<file path="src/rtl/ram8_pkg.sv">
// ram8_pkg: shared constants and state encoding for the ram8 storage array.
//   WIDTH  - data word width, fixed by the 8-way 16-bit read mux.
//   DEPTH  - number of words, equal to the mux fan-in.
//   ADDR_W - word address width, log2(DEPTH).
//   state_e - controller states: IDLE (normal access) or SWEEP (bulk clear).
package ram8_pkg;

  localparam int WIDTH  = 16;
  localparam int DEPTH  = 8;
  localparam int ADDR_W = 3;

  typedef enum logic {
    IDLE  = 1'b0,
    SWEEP = 1'b1
  } state_e;

endpackage

</file>
<file path="src/rtl/ram8_if.sv">
// ram8_if: bus bundle between a requester (master) and the ram8 array (slave).
//   in        - write data.
//   load      - write enable for word `address` (honoured only in IDLE).
//   address   - word select for both write and read.
//   clear     - request to zero all words (pulse or level).
//   out       - contents of word `address`, combinational.
//   busy      - high while a clear sweep is in progress.
//   dbg_state - controller state, for observation only.
//   dbg_ptr   - sweep pointer, for observation only.
// Handshake: there is no valid/ready pair. A load is accepted on any rising
// edge where busy=0 and clear=0; it is silently dropped otherwise. A clear is
// accepted on any rising edge where busy=0; busy then stays high for exactly
// eight cycles and clears made while busy are ignored.
interface ram8_if;
  import ram8_pkg::*;

  logic [WIDTH-1:0]  in;
  logic              load;
  logic [ADDR_W-1:0] address;
  logic              clear;
  logic [WIDTH-1:0]  out;
  logic              busy;
  state_e            dbg_state;
  logic [ADDR_W-1:0] dbg_ptr;

  modport master (
    output in, load, address, clear,
    input  out, busy, dbg_state, dbg_ptr
  );

  modport slave (
    input  in, load, address, clear,
    output out, busy, dbg_state, dbg_ptr
  );

endinterface

</file>
<file path="src/rtl/ram8_register16.sv">
// ram8_register16: one 16-bit storage word with load enable and synchronous
// active-low reset.
//   i_clk   - rising-edge clock.
//   i_rst_n - synchronous active-low reset, clears the word to zero.
//   i_load  - capture i_d on the next rising edge.
//   i_d     - data to capture.
//   o_q     - stored word.
module ram8_register16
  import ram8_pkg::*;
(
  input  logic             i_clk,
  input  logic             i_rst_n,
  input  logic             i_load,
  input  logic [WIDTH-1:0] i_d,
  output logic [WIDTH-1:0] o_q
);

  logic [WIDTH-1:0] r_q;

  always_ff @(posedge i_clk) begin
    if (!i_rst_n) begin
      r_q <= '0;
    end else if (i_load) begin
      r_q <= i_d;
    end
  end

  assign o_q = r_q;

endmodule

</file>
<file path="src/rtl/ram8.sv">
// ram8: eight-word by 16-bit storage array with a sequential bulk clear.
//   clk   - rising-edge clock.
//   rst_n - synchronous active-low reset; zeroes every word and aborts a sweep.
//   bus   - ram8_if slave: in/load/address/clear requests, out/busy results,
//           plus dbg_state/dbg_ptr for observing the controller.
// In IDLE a load writes `in` to word[address]. A clear moves to SWEEP, which
// zeroes one word per cycle from word 0 to word 7 and then returns to IDLE.
// Reads are combinational: out = word[address], with no write-through bypass.
module ram8
  import ram8_pkg::*;
(
  input  logic clk,
  input  logic rst_n,
  ram8_if.slave bus
);

  state_e            r_state;
  state_e            w_state_next;
  logic [ADDR_W-1:0] r_ptr;
  logic [ADDR_W-1:0] w_ptr_next;

  logic [DEPTH-1:0]  w_we;
  logic [WIDTH-1:0]  w_wdata;
  logic [WIDTH-1:0]  w_q [DEPTH];

  // State and sweep pointer registers.
  always_ff @(posedge clk) begin
    if (!rst_n) begin
      r_state <= IDLE;
      r_ptr   <= '0;
    end else begin
      r_state <= w_state_next;
      r_ptr   <= w_ptr_next;
    end
  end

  // Next-state logic plus the per-word write decode. In SWEEP the sweep
  // pointer owns the write port and user loads/clears are ignored; in IDLE
  // a clear wins over a load in the same cycle.
  always_comb begin
    w_state_next = r_state;
    w_ptr_next   = r_ptr;
    w_we         = '0;
    w_wdata      = bus.in;

    case (r_state)
      IDLE: begin
        if (bus.clear) begin
          w_state_next = SWEEP;
          w_ptr_next   = '0;
        end else if (bus.load) begin
          w_we[bus.address] = 1'b1;
        end
      end
      SWEEP: begin
        w_we[r_ptr] = 1'b1;
        w_wdata     = '0;
        // The 3-bit pointer wraps 7->0 on its own, so leaving SWEEP at 7
        // also leaves the pointer at 0 for the next sweep.
        w_ptr_next  = r_ptr + ADDR_W'(1);
        if (r_ptr == ADDR_W'(DEPTH - 1)) begin
          w_state_next = IDLE;
        end
      end
      default: begin
        w_state_next = IDLE;
        w_ptr_next   = '0;
      end
    endcase
  end

  for (genvar g = 0; g < DEPTH; g++) begin : g_word
    ram8_register16 u_reg (
      .i_clk   (clk),
      .i_rst_n (rst_n),
      .i_load  (w_we[g]),
      .i_d     (w_wdata),
      .o_q     (w_q[g])
    );
  end

  // 8-way 16-bit read select.
  assign bus.out       = w_q[bus.address];
  assign bus.busy      = (r_state == SWEEP);
  assign bus.dbg_state = r_state;
  assign bus.dbg_ptr   = r_ptr;

endmodule
</file>
<file path="src/flat_wrapper.sv">
// flat-port wrapper written by rule: the top's interface ports become plain ports
module ram8_flat import ram8_pkg::*;
  (clk, rst_n, bus_in, bus_load, bus_address, bus_clear, bus_out, bus_busy, bus_dbg_state, bus_dbg_ptr);
  ram8_if bus_i ();
  input  logic clk;
  input  logic rst_n;
  input wire logic [$bits(bus_i.in)-1:0] bus_in;
  input wire logic [$bits(bus_i.load)-1:0] bus_load;
  input wire logic [$bits(bus_i.address)-1:0] bus_address;
  input wire logic [$bits(bus_i.clear)-1:0] bus_clear;
  output wire logic [$bits(bus_i.out)-1:0] bus_out;
  output wire logic [$bits(bus_i.busy)-1:0] bus_busy;
  output wire logic [$bits(bus_i.dbg_state)-1:0] bus_dbg_state;
  output wire logic [$bits(bus_i.dbg_ptr)-1:0] bus_dbg_ptr;
  assign bus_i.in = bus_in;
  assign bus_i.load = bus_load;
  assign bus_i.address = bus_address;
  assign bus_i.clear = bus_clear;
  assign bus_out = bus_i.out;
  assign bus_busy = bus_i.busy;
  assign bus_dbg_state = bus_i.dbg_state;
  assign bus_dbg_ptr = bus_i.dbg_ptr;
  ram8 u_core (.clk(clk), .rst_n(rst_n), .bus(bus_i));
endmodule
</file>
<file path="config.mk">
export PLATFORM = sky130hd
export DESIGN_NAME = ram8_flat
export DESIGN_NICKNAME = d
export VERILOG_FILES = /design/src/rtl/ram8_pkg.sv /design/src/rtl/ram8_if.sv /design/src/rtl/ram8_register16.sv /design/src/rtl/ram8.sv /design/src/flat_wrapper.sv
export SDC_FILE = /design/constraint.sdc
export NUM_CORES = 1
export LEC_CHECK = 0
export BUFFER_PORTS_ARGS = -buffer_cell sky130_fd_sc_hd__buf_4
export CELL_PAD_IN_SITES_DETAIL_PLACEMENT = 1
export CELL_PAD_IN_SITES_GLOBAL_PLACEMENT = 2
export CORE_UTILIZATION = 30
export CTS_CLUSTER_SIZE = 12
export DETAILED_ROUTE_END_ITERATION = 8
export PLACE_DENSITY = 0.72
export SYNTH_ARGS = -nofsm -noshare
export SYNTH_HDL_FRONTEND = slang
export SYNTH_HIERARCHICAL = 1
export SYNTH_SLANG_ARGS = --single-unit
</file>
<file path="constraint.sdc">
create_clock -name clk -period 1.8 [get_ports clk]
set_input_delay 0.18 -clock clk [delete_from_list [all_inputs] [get_ports clk]]
set_output_delay 0.18 -clock clk [all_outputs]
set_load 0.02 [all_outputs]
</file>
==> impl_results.md <==
- Combinational share of power: 9.2%
- Largest cells by area after synthesis: dfxtp_1, mux2i_1, nor2b_1
- Path depth of the worst reg2reg path: 5
- Reg-to-reg critical path startpoint: u_core/bus.busy
- CP Class: register to output pin
- Final nets: 613
- Fmax: 551 MHz
- Die height: 148 um
- Syn. warnings: 6
- 1st-iter DRT viols: 128
- CP Launch Type: register
- CP arrival: 1.64 ns
- RSZ-0062 raised after global routing: true
- Worst slew pin tran: 0.656 ns
- Worst r2r dst: u_core/g_word[1].u_reg/o_q[9]
- Crit. Startpoint: u_core/g_word[6].u_reg/o_q[5]
- Leakage power: 2.68 nW
- Yosys cell types: 24
- Largest net degree at the start of global routing: 57
- I/O Buffers: 43
- Setup Viol. Count Final: 6
- Detail Route Antenna Nets: 0
- Core area: 0.0210 sq mm
- Synthesized cell area: 0.00640 sq mm
- CTS H-tree lvls: 4
- First-pass GRT wire length: 26700 um
- CTS root buffer: clkbuf_16
- Routed wire length: 16500 um
- GPL Wtd Cong: 0.710
- PD cells: 918 mW/mm^2
- Top cell type's share of synthesized area: 41.3%
- Proportion of layout cells with a drive suffix above 1: 33.9%
- Clock-pin slew on the worst setup and hold paths: 0.05 ns
- CP Data Required Time: 1.62 ns
- Reg2reg setup slack: 0.02 ns
- Clk buf depth: 2
- Internal power: 0.00569 W
- Failing checks: setup timing
- Crit share post-route: 101%
- Core Util, Final: 38.1%
- Clock share of power: 49.8%
- CTS Hold Buffers Added: 0
- Post-DR vias/cell: 4.73
- Placed cell area: 0.00719 sq mm
- Drt wl/cell: 18.8 um
- Syn_area_per_cell: 12.3 sq um
- Via count: 4147
- Initial antenna violation count: 0
- Max-slew violations: 0
- Fin. Hold Viols: 0
- Drt pass-1 iters: 4
- Critical Path Fanout Max: 2
- Min-Delay Path Class: input pin to register
- Switching power: 0.00164 W
- Die width: 148 um
- Post-route cell area: 0.00798 sq mm
- Worst vdd ir: 0.444 mV
- Worst Slack Setup Final: -0.0163 ns
- TritonCTS buffer count: 17
- Tot Pwr: 0.00733 W
- Num Clock Sinks: 132
- Normalized max-slew margin: 56.2%
- All-Layer GR Usage: 16.2%
- Worst clock skew: 0.00858 ns
- Hold slack: 0.156 ns
- Skew-Pair Late Insertion Delay: 0.42 ns
- Post-Syn Instances: 522
- Power share of the sequential group: 41.1%
- Post-route DRC violation count: 0
- Post-DP HPWL: 10700 um
- Ant diodes: 0
- Die footprint: 0.0219 sq mm
- Rows: 53
- Switching share of total power: 22.4%
- I/O pins: 44
- Maxcap violations: 0
- Synth area leader: dfxtp_1
- Vias in the first global route: 4578
- Net Count, Synth: 547
- Starting density of the core: 30.6%
- CP Capture Type: output pin
- Synth-to-Final Area Change: 24.6%
- Congestion Overflow GR: 0
- Status: finished, violations left
- Synth Register Bits: 132
- Sequential-to-total area share from yosys stat: 41.3%
- Final Critical Period: 1.82 ns
- Critical Path Sink: bus_out[5]
- CTS tree: done
[cells in the final DEF, fill, tap and decap left out]
master / n
mux4_2: 32
nand2_1: 4
bufinv_16: 4
or3b_2: 3
o22ai_4: 4
buf_6: 23
nor2_1: 1
inv_1: 1
a21oi_1: 3
clkbuf_8: 2
mux2i_1: 125
or2_2: 1
nand2b_1: 5
nand2b_2: 1
nor2b_2: 1
buf_12: 11
clkinv_4: 1
clkbuf_16: 17
o22ai_2: 2
dfxtp_2: 25
mux2_4: 16
ha_1: 2
clkinv_2: 3
mux2i_2: 3
nor2b_1: 143
o32ai_4: 2
buf_4: 50
dfxtp_1: 107
nand4bb_1: 1
clkbuf_1: 4
or4b_4: 1
a211oi_1: 1
clkinvlp_4: 1
nand2_2: 1
[layer usage]
metal | up-vias | share of wire, % | global-route usage, %
met5 | - | 0 | 0
met4 | 0 | 1.7 | 6.60
met3 | 19 | 2.1 | 2.73
met2 | 59 | 50 | 27.1
met1 | 2105 | 47 | 20.6
li1 | 1964 | - | -
[critical path, cell delays in order, from the launching register on]
cell,delay (ns)
dfxtp_2,0.31
mux4_2,0.47
mux2_4,0.31
buf_6,0.14
[Yosys cell counts, drive strengths merged]
cell type	number
buf	27
a211oi	1
or3b	3
mux2	16
clkbuf	10
inv	1
a21oi	3
mux2i	128
o22ai	6
nand2	5
nor2b	144
dfxtp	132
or4b	1
nand4bb	1
mux4	32
or2	1
nand2b	6
ha	2
nor2	1
o32ai	2
[what timing repair did]
item | in CTS | in global routing
resized for setup | 67 | 29
setup buffers | 3 | 2
pin swaps | 0 | 2
setup endpoints to repair | 17 | 55
[cell type report]
class                      count  area, sq um
clock buffer                  23          468
clock inverter                 9          151
fill                        2251        13000
inverter                       1         3.75
multi-input combinational    352         3490
sequential                   132         2670
tap                          275          344
timing repair buffer          84          855
[per-stage QoR]
stage	setup WS (ns)	setup TNS, ns	instances
after floorplan	0.0561	0	522
after global placement	0.0126	0	839
after detailed placement	0.00622	0	839
after CTS	-0.0381	-0.338	874
after global routing	-0.0563	-0.738	876
final	-0.0163	-0.0465	876
[logic make-up (layout without fill, tap and decap cells)]
group / count (synthesis) / count (layout) / share of synthesized area, %
and+or+nand+nor: 162 / 162 / 15.8
AOI/OAI and AO/OA: 12 / 12 / 1.21
DFF: 132 / 132 / 41.3
muxes: 176 / 176 / 35.4
buffers and inverters: 38 / 117 / 5.88
adders and majority gates: 2 / 2 / 0.391
[power groups by stage]
stage / Combinational (W) / Sequential, W / Clock, W
2_1_floorplan: 0.000412 / 0.00306 / 0
5_1_grt: 0.000721 / 0.00301 / 0.00390
3_5_place_dp: 0.000638 / 0.00307 / 0
6_report: 0.000672 / 0.00301 / 0.00365
4_1_cts: 0.000665 / 0.00301 / 0.00374
3_3_place_gp: 0.000627 / 0.00307 / 0
[worst min-delay path by stage]
stage	cells after the start	startpoint	slack (ns)	to
floorplan	1	rst_n	0.31	u_core/g_word[0].u_reg/o_q[0]
global placement	2	u_core/g_word[6].u_reg/o_q[12]	0.49	u_core/g_word[6].u_reg/o_q[12]
detailed placement	2	u_core/g_word[3].u_reg/o_q[14]	0.49	u_core/g_word[3].u_reg/o_q[14]
CTS	4	bus_clear	0.15	u_core/bus.dbg_ptr[0]
global route	4	bus_clear	0.16	u_core/bus.dbg_ptr[0]
finish	4	bus_clear	0.16	u_core/bus.dbg_ptr[0]
[sequential cells by signal, indices dropped and copies added (netlist names)]
signal	cells
u_core/bus.busy	1
u_core/bus.dbg_ptr	3
u_core/g_word.u_reg/o_q	128
Note: power is estimated with default switching activity, not from simulation.
